### src/rtl/fifo_write_logic.sv
// Write-side controller of the shared packet buffer: takes a free slot from the
// index ring, stores one byte-serial packet into it, then publishes it via wptr.
module fifo_write_logic #(
    parameter int DEPTH     = 4,
    parameter int UWIDTH    = 8,
    parameter int PTR_SZ    = 2,
    parameter int PTR_IN_SZ = 4
) (
    input  logic                 clk2,
    input  logic                 rst,
    input  logic                 in_valid,
    input  logic [UWIDTH-1:0]    in_data,
    input  logic                 in_last,
    output logic                 in_ready,
    input  logic [PTR_SZ:0]      rq2_rptr,
    output logic [PTR_SZ:0]      wptr,
    output logic                 full,
    output logic                 iread_en,
    output logic [PTR_SZ-1:0]    iaddr,
    input  logic [PTR_SZ-1:0]    idata_in,
    output logic                 uwrite_en,
    output logic [PTR_SZ-1:0]    uaddr,
    output logic [PTR_IN_SZ-1:0] uaddr_in,
    output logic [UWIDTH-1:0]    uwdata,
    output logic                 err_drop,
    output logic [2:0]           dbg_state
);

    // Handshake: a byte is transferred on every rising clk2 edge where
    // in_valid && in_ready; upstream holds in_data/in_last until then.
    typedef enum logic [2:0] {IDLE, FETCH, RECV, DROP, COMMIT} state_t;

    localparam int unsigned          SLOT_MASK = DEPTH - 1;
    localparam logic [PTR_IN_SZ-1:0] CNT_MAX   = '1;

    state_t                 state_q, state_d;
    logic [PTR_SZ:0]        wptr_q, wptr_d;
    logic                   iread_en_q, iread_en_d;
    logic [PTR_SZ-1:0]      iaddr_q, iaddr_d;
    logic                   uwrite_en_q, uwrite_en_d;
    logic [PTR_SZ-1:0]      uaddr_q, uaddr_d;
    logic [PTR_IN_SZ-1:0]   uaddr_in_q, uaddr_in_d;
    logic [UWIDTH-1:0]      uwdata_q, uwdata_d;
    logic                   err_drop_q, err_drop_d;
    logic [PTR_SZ-1:0]      slot_q, slot_d;
    logic [PTR_IN_SZ-1:0]   byte_cnt_q, byte_cnt_d;
    logic                   hs;

    assign full     = (wptr_q[PTR_SZ] != rq2_rptr[PTR_SZ]) &&
                      (wptr_q[PTR_SZ-1:0] == rq2_rptr[PTR_SZ-1:0]);
    assign in_ready = (state_q == RECV) || (state_q == DROP);
    assign hs       = in_valid && in_ready;

    always_comb begin
        state_d     = state_q;
        wptr_d      = wptr_q;
        iread_en_d  = 1'b0;
        iaddr_d     = iaddr_q;
        uwrite_en_d = 1'b0;
        uaddr_d     = uaddr_q;
        uaddr_in_d  = uaddr_in_q;
        uwdata_d    = uwdata_q;
        err_drop_d  = 1'b0;
        slot_d      = slot_q;
        byte_cnt_d  = byte_cnt_q;
        case (state_q)
            IDLE: begin
                if (!full) begin
                    iread_en_d = 1'b1;
                    iaddr_d    = wptr_q[PTR_SZ-1:0] & SLOT_MASK[PTR_SZ-1:0];
                    state_d    = FETCH;
                end
            end
            FETCH: begin
                slot_d     = idata_in;
                byte_cnt_d = '0;
                state_d    = RECV;
            end
            RECV: begin
                if (hs) begin
                    uwrite_en_d = 1'b1;
                    uaddr_d     = slot_q;
                    uaddr_in_d  = byte_cnt_q;
                    uwdata_d    = in_data;
                    byte_cnt_d  = byte_cnt_q + 1'b1;
                    if (in_last) begin
                        // A lone header byte carries no dest_id: discard it.
                        if (byte_cnt_q == '0) begin
                            err_drop_d = 1'b1;
                            state_d    = IDLE;
                        end else begin
                            state_d    = COMMIT;
                        end
                    end else if (byte_cnt_q == CNT_MAX) begin
                        state_d = DROP;
                    end
                end
            end
            DROP: begin
                if (hs && in_last) begin
                    err_drop_d = 1'b1;
                    state_d    = IDLE;
                end
            end
            COMMIT: begin
                // Publish only after the final byte's write strobe is out.
                wptr_d  = wptr_q + 1'b1;
                state_d = IDLE;
            end
            default: state_d = IDLE;
        endcase
    end

    always_ff @(posedge clk2 or negedge rst) begin
        if (!rst) begin
            state_q     <= IDLE;
            wptr_q      <= '0;
            iread_en_q  <= 1'b0;
            iaddr_q     <= '0;
            uwrite_en_q <= 1'b0;
            uaddr_q     <= '0;
            uaddr_in_q  <= '0;
            uwdata_q    <= '0;
            err_drop_q  <= 1'b0;
            slot_q      <= '0;
            byte_cnt_q  <= '0;
        end else begin
            state_q     <= state_d;
            wptr_q      <= wptr_d;
            iread_en_q  <= iread_en_d;
            iaddr_q     <= iaddr_d;
            uwrite_en_q <= uwrite_en_d;
            uaddr_q     <= uaddr_d;
            uaddr_in_q  <= uaddr_in_d;
            uwdata_q    <= uwdata_d;
            err_drop_q  <= err_drop_d;
            slot_q      <= slot_d;
            byte_cnt_q  <= byte_cnt_d;
        end
    end

    assign wptr      = wptr_q;
    assign iread_en  = iread_en_q;
    assign iaddr     = iaddr_q;
    assign uwrite_en = uwrite_en_q;
    assign uaddr     = uaddr_q;
    assign uaddr_in  = uaddr_in_q;
    assign uwdata    = uwdata_q;
    assign err_drop  = err_drop_q;
    assign dbg_state = state_q;

endmodule

### config.mk
export PLATFORM = sky130hd
export DESIGN_NAME = fifo_write_logic
export DESIGN_NICKNAME = d
export VERILOG_FILES = /design/src/rtl/fifo_write_logic.sv
export SDC_FILE = /design/constraint.sdc
export NUM_CORES = 1
export LEC_CHECK = 0
export BUFFER_PORTS_ARGS = -buffer_cell sky130_fd_sc_hd__buf_2
export CAP_MARGIN = 20
export CORE_MARGIN = 4
export CORE_UTILIZATION = 49
export DETAILED_ROUTE_END_ITERATION = 16
export GPL_ROUTABILITY_DRIVEN = 0
export HOLD_SLACK_MARGIN = 0.1
export PLACE_DENSITY = 0.78
export SETUP_SLACK_MARGIN = 0.4
export SLEW_MARGIN = 10
export SYNTH_ARGS = -nofsm -noshare
export SYNTH_HDL_FRONTEND = slang
export SYNTH_SLANG_ARGS = --single-unit
### constraint.sdc
create_clock -name clk2 -period 1.8 [get_ports clk2]
set_input_delay 0.36 -clock clk2 [delete_from_list [all_inputs] [get_ports clk2]]
set_output_delay 0.36 -clock clk2 [all_outputs]
set_load 0.005 [all_outputs]
Word level (Yosys, flattened, before mapping)
Index checks and enable logic that the tools add are counted.

Register bits: 31. Input port bits: 17. Output and inout bits: 27. Logic and storage cells: 54.

$add $sub $neg: 2. Equal/unequal tests: 11. Mux-type cells: 18. Bitwise operators: 1. Reductions and logical operators: 11.

Operator list (number): $mux W3 (6); $pmux W3 S4 (1); $mux W1 (8); $pmux W4 S2 (1); $eq A3 B2 Y1 const B (2); $reduce_and A2 Y1 (3); $add A4 B1 Y4 const B (1); $eq A4 B4 Y1 const B (1); $logic_not A4 Y1 (1); $mux W4 (1); $ne A2 B2 Y1 const B (2); $reduce_and A4 Y1 (1); $add A3 B1 Y3 const B (1); $eq A3 B1 Y1 const B (1); $eq A3 B3 Y1 const B (1); $logic_and A1 B1 Y1 (3); $logic_not A3 Y1 (1); $ne A3 B2 Y1 const B (1); $eq A2 B2 Y1 (1); $ne A2 B1 Y1 const B (1); $pmux W1 S2 (1); $reduce_bool A2 Y1 (1); $logic_or A1 B1 Y1 (1); $ne A1 B1 Y1 (1); $not A1 Y1 (1).

Logic depth before layout (Yosys ltp)
Gate-level depths: netlist of run 1.

Depth in word-level cells: 6. Mapped depth: 6. Gate-level depth less buffers: 4.

Worst setup path before layout of run 1
Ideal clock, no wire load.

Kind: flip-flop to flip-flop. Start point: reg state_q[0], in the netlist dbg_state[0]. End point: reg byte_cnt_q[3]. Library setup time: 121 ps. Arrival: 1425 ps. Data required time: 1679 ps. Slack: 254 ps. Cell stages (with the launch flop): 6. Path buffers: 1. Period minus slack after synthesis: 1546 ps. Path through: dfrtp_1 > buf_4 > nand4bb_1 > inv_1 > mux2_2 > a22o_1.

Word-level cells in the longest chain between the ends: 5. Elaborated cells on any way between the ends: 9. Classes of those cells: 4 x eq/ne; 1 x mux; 4 x reduce/logical.

RTL lines: from (decl) (RTL line 36) `state_t state_q, state_d;`; from (signal assigned) (RTL line 128) `state_q <= state_d;`; $eq A3 B2 Y1, on equally long branches (RTL line 51, 66); $logic_or A1 B1 Y1 (RTL line 51) `assign in_ready = (state_q == RECV) || (state_q == DROP);`; $logic_and A1 B1 Y1 (RTL line 52) `assign hs = in_valid && in_ready;`; $ne A2 B2 Y1 (no line); $reduce_and A2 Y1 (no line); to (signal assigned) (RTL line 138) `byte_cnt_q <= byte_cnt_d;`; to (decl) (RTL line 46) `logic [PTR_IN_SZ-1:0] byte_cnt_q, byte_cnt_d;`.

Parallel ways exist; a longest one is shown, timed or not. A chain may end at the register's enable or synchronous reset.

Worst setup path after layout of run 1
Start point: reg wptr_q[2], in the netlist wptr[2]. End point: out full.

Word-level cells in the longest chain between the ends: 2.

RTL lines: from (decl) (RTL line 37) `logic [PTR_SZ:0] wptr_q, wptr_d;`; from (signal assigned) (RTL line 129) `wptr_q <= wptr_d;`; $ne A1 B1 Y1 (RTL line 49) `assign full = (wptr_q[PTR_SZ] != rq2_rptr[PTR_SZ]) &&`; $logic_and A1 B1 Y1 (RTL line 49); to (decl) (RTL line 17) `output logic full,`.

Every way passes these cells.

==> results of run 1 <==
[routing by layer]
layer  share of wire, %  wire length, µm  GRT usage [%]
met1                 41             1300           23.1
met2                 50             1570           28.9
met3                7.5              237           7.78
met4                1.5               47           7.28
met5                  0                0              0
[placed cells by master, fill, tap and decap left out, types with 2 or more instances in the layout]
cell type / Yosys / routed
dfrtp_2: 0 / 3
xor2_1: 3 / 3
buf_4: 1 / 10
xnor2_1: 2 / 2
inv_1: 5 / 3
o21ai_0: 4 / 4
nor3_1: 3 / 2
clkbuf_1: 2 / 2
clkbuf_4: 0 / 5
buf_6: 0 / 10
a21oi_1: 3 / 3
nand3_1: 3 / 3
nand2_1: 41 / 41
ha_1: 3 / 2
mux2_2: 6 / 5
buf_2: 0 / 39
dfrtp_1: 31 / 28
nor2_1: 2 / 2
[sequential cells by signal (all words and copies together) (netlist names), 2 cells and up]
name,count
iaddr,2
uaddr_in,4
uwdata,8
byte_cnt_q,4
uaddr,2
slot_q,2
wptr,3
dbg_state,3
[cell families after synthesis]
kind of cell / count (synthesis)
adder cells (fa/ha/maj): 3
AO/OA/AOI/OAI: 14
XOR/XNOR: 5
AND/OR/NAND/NOR: 57
multiplexers: 6
buffers and inverters: 10
flip-flops: 31
[how the worst max path moves through the flow]
stage | startpoint | depth (start not counted) | slack, ns | endpoint
detailed placement | dbg_state[0]$_DFFE_PN0P_ | 3 | 0.19 | byte_cnt_q[3]$_DFFE_PN0P_
CTS | wptr[2]$_DFFE_PN0N_ | 3 | 0.24 | full
global placement | dbg_state[0]$_DFFE_PN0P_ | 3 | 0.25 | byte_cnt_q[3]$_DFFE_PN0P_
global route | wptr[2]$_DFFE_PN0N_ | 3 | 0.17 | full
finish | wptr[2]$_DFFE_PN0N_ | 3 | 0.26 | full
floorplan | dbg_state[0]$_DFFE_PN0P_ | 5 | 0.27 | byte_cnt_q[3]$_DFFE_PN0P_
[final cells by class]
class / count / area share (%)
Inverter: 5 / 1.17
Timing Repair Buffer: 60 / 21.5
Multi-Input combinational cell: 85 / 29.8
Clock buffer: 7 / 2.47
Clock inverter: 1 / 0.274
Sequential cell: 31 / 42.7
Tap cell: 30 / 2.06
[report_power, final]
part,internal [mW],total (mW),switching [mW]
clock network,0.152,0.385,0.233
logic,0.755,1.38,0.622
registers,0.980,1.19,0.214
total,1.89,2.96,1.07
[worst max-delay path, delay by kind of cell, from the launching register on]
kind	cells	cell delay [ns]
xor gates and xnor gates	1	0.15
buffers and inverters	1	0.13
DFF	1	0.41
and+or+nand+nor	1	0.17
[repair_timing]
item,4_1_cts,5_1_grt
hold endpoints to repair,31,0
endpoints found under the setup margin,7,29
pin swaps,1,5
setup buffers,8,6
hold buffers,1,0
resized for setup,5,17
==> reports/results.txt, run 1 <==
Syn nets: 146
CTS H-tree depth: 2
Pre-CTS setup slack: 0.192 ns
Clock Latency Late Sink: 0.33 ns
Initial drt markers: 36
I/O Buffers: 43
Worst stage delay on the critical path: 0.41 ns
Finished Core Util: 72.3%
GRT Total Usage: 18.6%
Cell total after placement: 196
Clk slew on worst S/H paths: 0.10 ns
Status: finished clean
Worst endpoint required time: 1.44 ns
Final setup violation count: 0
Core area: 2520 µm²
Flop2flop setup slack: 0.32 ns
Post-place instance area: 1570 µm²
Ys flop type: dfrtp_1
EDFF count, synth: 0
FMAX: 648 MHz
Distinct cells, synth: 31
Die area: 3590 µm²
Synth Warn #: 0
Hold WC Path Type: in -> reg
Crit path max fanout: 2
Clock Sinks: 31
Pre-antenna DRT Iters: 4
Synth Area in XOR/XNOR: 3.32%
Row count: 18
Critical Path Source Type: flip-flop
DRC: 0
Least-Margin Pin Slew: 0.661 ns
Layout cells sized above 1: 43.4%
Initial core utilization: 52.3%
Drt total wl: 3.16 mm
Area Growth Syn to Fin: 38.3%
GRT Residual Overflow: 0
Post-synth top area share: 58.8%
Instance count of the mapped netlist: 126
Vias/cell: 5.26
Critical Path End Type: output port
Kind of critical path: reg -> out
Fillers: 178
Final Instance Area: 1820 µm²
Final WS setup: 0.257 ns
Synth Area in Simple Gates: 19.5%
Fin crit share: 85.7%
Vias: 1151
Inserted Clock Buffers: 5
Sequential area share after synthesis: 58.8%
HP Start: in_data[0]
Synth cell count leaders: 41 x nand2_1, 31 x dfrtp_1, 6 x mux2_2
Critical path data arrival time: 1.18 ns
Dominant cell type by area after synthesis: dfrtp_1
Multi-input logic area: 543 µm²
Pin count of the biggest net entering global routing: 32
Post-DRT Antenna Nets: 0
Register area: 779 µm²
Clk root buf: clkbuf_4
Most numerous cell in the Yosys netlist: nand2_1
I/O Pins: 44
Final HPWL DP: 2.02 mm
Post-synth ARST share: 100%
Reg2reg end: byte_cnt_q[3]$_DFFE_PN0P_
Number of global-route vias before repair: 1059
Antenna violations before repair: 0
R2R depth: 5
RSZ-0062 raised after global routing: yes
Post-route minimum period: 1.54 ns
Mean Syn Cell Area: 10.5 µm²
Compound-gate portion of the synthesized area: 7.12%
Non-Filler Instances: 219
Relative slew slack: 56.0%
Setup total negative slack: 0 ns
Hold EP: uwdata[0]$_DFFE_PN0P_
CTS tree: done
VDD IR max: 1090 µV
Post-layout nets: 208
Clk_skew: 0.0119 ns
Wire per inst: 14.4 µm
Pwr Density: 1620 nW/µm²
R2R Path Start: dbg_state[2]$_DFFE_PN0P_
Number of synthesized register bits: 31
First-pass GRT wire length: 4.82 mm
Hold_ws: 0.205 ns
Max Cap Violations: 0
Hold path depth: 3
CP Cell Sequence: xnor2_1, nor3_1, buf_2
Adder-cell share of the synthesized area: 2.85%
Final Hold Viols: 0
Inserted Diodes: 0
Lkg Pwr: 0.974 nW
Die height: 59.9 µm
Fin. max-slew vios: 0
CTS max path bufs: 2
Crit-path slowest cell: dfrtp_1
Die width: 59.9 µm
Multiplexer area fraction after synthesis: 5.12%
Top post-synthesis cells by area: dfrtp_1 59%, nand2_1 12%, mux2_2 5.1%, ha_1 2.8%, xor2_1 2.0%
Total power: 2.96 mW
Largest family of logic cells by synthesized area: simple AND/OR/NAND/NOR gates
Mapped cell area: 1320 µm²
(Power assumes the default switching activity.)
==> inputs of run 2 (changes only) <==
--- a/config.mk
+++ b/config.mk
@@ -7,12 +7,13 @@
 export LEC_CHECK = 0
 export BUFFER_PORTS_ARGS = -buffer_cell sky130_fd_sc_hd__buf_2
 export CAP_MARGIN = 20
-export CORE_MARGIN = 4
-export CORE_UTILIZATION = 49
+export CELL_PAD_IN_SITES_DETAIL_PLACEMENT = 0
+export CELL_PAD_IN_SITES_GLOBAL_PLACEMENT = 2
+export CORE_UTILIZATION = 29
 export DETAILED_ROUTE_END_ITERATION = 16
 export GPL_ROUTABILITY_DRIVEN = 0
 export HOLD_SLACK_MARGIN = 0.1
-export PLACE_DENSITY = 0.78
+export PLACE_DENSITY_LB_ADDON = 0.1
 export SETUP_SLACK_MARGIN = 0.4
 export SLEW_MARGIN = 10
 export SYNTH_ARGS = -nofsm -noshare
==> reports/results.txt, run 2 (synthesis results as in run 1) <==
Hold buffers post-CTS: 0 (-1)
Vias/cell: 4.49 (-15%)
Clk root buf: clkbuf_8
Row count: 24 (+6)
Vias: 1077 (-6.4%)
GRT Residual Overflow: 0 (unchanged)
Pin count of the biggest net entering global routing: 32 (unchanged)
Antenna violations before repair: 0 (unchanged)
Max Cap Violations: 0 (unchanged)
Critical Path End Type: output port
Pwr Density: 1700 nW/µm² (+4.8%)
Inserted Clock Buffers: 5 (unchanged)
Initial core utilization: 30.3% (-22 points)
Kind of critical path: reg -> out
Crit path max fanout: 2 (unchanged)
NetSw: 1.04 mW (-2.5%)
DRC: 0 (unchanged)
CTS tree: done
Layout cells sized above 1: 45.2% (+1.8 points)
Drt total wl: 2.95 mm (-6.6%)
Fin. max-slew vios: 0 (unchanged)
Final setup violation count: 0 (unchanged)
I/O Buffers: 43 (unchanged)
I/O Pins: 44 (unchanged)
Clk slew on worst S/H paths: 0.07 ns (-0.03 ns)
Critical Path Source Type: flip-flop
Hold_ws: 0.116 ns (-0.0884 ns)
First-pass GRT wire length: 5.00 mm (+3.9%)
Wire per inst: 12.3 µm (-15%)
Die area: 4820 µm² (+34%)
GRT Total Usage: 13.4% (-5.2 points)
Commonest non-fill, non-tap cell in the layout: buf_2
Part of the power in registers: 37.2% (-3.2 points)
Post-layout nets: 207 (-0.48%)
Post-DRT Antenna Nets: 0 (unchanged)
Internal power: 2.14 mW (+13%)
Die height: 69.4 µm (+16%)
Pre-antenna DRT Iters: 2 (-2)
VDD IR max: 718 µV (-34%)
Clk pwr share: 22.1% (+9.1 points)
RSZ-0062 raised after global routing: yes
Initial drt markers: 18 (-50%)
Hold WC Path Type: in -> async
Status: finished clean
Core area: 4350 µm² (+73%)
Max reg flops: 8 (unchanged)
Number of global-route vias before repair: 1115 (+5.3%)
CTS max path bufs: 2 (unchanged)
Die width: 69.4 µm (+16%)
Clock Latency Late Sink: 0.28 ns (-0.05 ns)
FMAX: 662 MHz (+2.2%)
Area Growth Syn to Fin: 42.0%
Clock Sinks: 31 (unchanged)
Inserted Diodes: 0 (unchanged)
Worst endpoint required time: 1.44 ns (about the same)
Lkg Pwr: 0.993 nW (+2.1%)
Clk_skew: 0.00407 ns (-0.00785 ns)
Part of the power in combinational logic: 40.8% (-5.8 points)
Final HPWL DP: 1.94 mm (-3.8%)
Sw Ratio: 32.8% (-3.4 points)
Post-route minimum period: 1.51 ns (-0.0338 ns)
Most frequent cells in the layout: 42 x buf_2, 41 x nand2_1, 26 x dfrtp_1
CTS H-tree depth: 2 (unchanged)
Setup total negative slack: 0 ns (unchanged)
Fin crit share: 83.9% (-1.9 points)
Final Hold Viols: 0 (unchanged)
Least-Margin Pin Slew: 0.686 ns (+0.0250 ns)
Relative slew slack: 54.3% (-1.7 points)
Critical path data arrival time: 1.15 ns (-0.03 ns)
==> run 2: cell types whose count changed in the layout (fill, tap and decap cells not counted), moves of 3 or more <==
cell,previous run,this run
clkbuf_8,0,6
buf_6,10,3
clkbuf_4,5,0
buf_4,10,13
buf_2,39,42
==> run 2: repair_timing <==
item / CTS / global route
gates resized for setup: 6 / 13
buffers inserted: 8 / 5
endpoints found under the setup margin: 8 / 11
pin swaps: 2 / 1
==> run 2: metrics by stage <==
stage / area, µm² / cells / setup WS, ns / total power, mW / utilization, %
after floorplan: 1330 / 126 / 0.273 / 1.77 / -
after global placement: 1600 / 219 / 0.351 / 2.17 / 36.8
after detailed placement: 1600 / 219 / 0.302 / 2.19 / 36.8
after CTS: 1790 / 235 / 0.262 / 3.04 / 41.2
after global routing: 1870 / 240 / 0.244 / 3.43 / 43.0
final: 1870 / 240 / 0.290 / 3.18 / 43.0
==> run 2: final timing paths <==
| path | endpoint | depth (start not counted) | slack, ns | start |
|---|---|---|---|---|
| min in group clk2 | uwdata[6]$_DFFE_PN0P_ | 3 | 0.27 | in_data[6] |
| max reg2reg | dbg_state[0]$_DFFE_PN0P_ | 4 | 0.33 | wptr[1]$_DFFE_PN0N_ |
| min reg2reg | uaddr[0]$_DFFE_PN0P_ | 2 | 0.47 | slot_q[0]$_DFFE_PN0P_ |
| min | uwdata[0]$_DFFE_PN0P_ | 1 | 0.12 | rst |
| max | full | 3 | 0.29 | wptr[0]$_DFFE_PN0N_ |
| max in group asynchronous | wptr[0]$_DFFE_PN0N_ | 1 | 1.20 | rst |
==> run 2: power groups by stage <==
stage / combinational, mW / sequential, mW / clock [mW]
2_1_floorplan: 0.586 / 1.18 / 0
3_3_place_gp: 0.977 / 1.19 / 0
3_5_place_dp: 0.984 / 1.21 / 0
4_1_cts: 1.13 / 1.18 / 0.732
5_1_grt: 1.44 / 1.23 / 0.764
6_report: 1.30 / 1.18 / 0.701
==> run 2: layout make-up <==
type,count,area (µm²)
Fill cell,454,2480
Sequential cell,31,782
Multi-Input combinational cell,85,541
Timing Repair Buffer,59,347
Clock buffer,6,82.6
Tap cell,52,65.1
Clock inverter,2,35.0
Inverter,5,21.3
==> run 2: critical path, cell delays in order (launching register included) <==
cell,delay [ns]
dfrtp_2,0.41
xor2_1,0.15
nor3_1,0.17
buf_2,0.14
==> run 2: layer usage <==
layer  routed length (µm)  global-route usage (%)  vias up
li1                     -                       -      543
met1                 1360                    16.9      498
met2                 1350                    20.7       31
met3                  192                    5.67        5
met4                   49                    4.76        0
met5                    0                       0        -
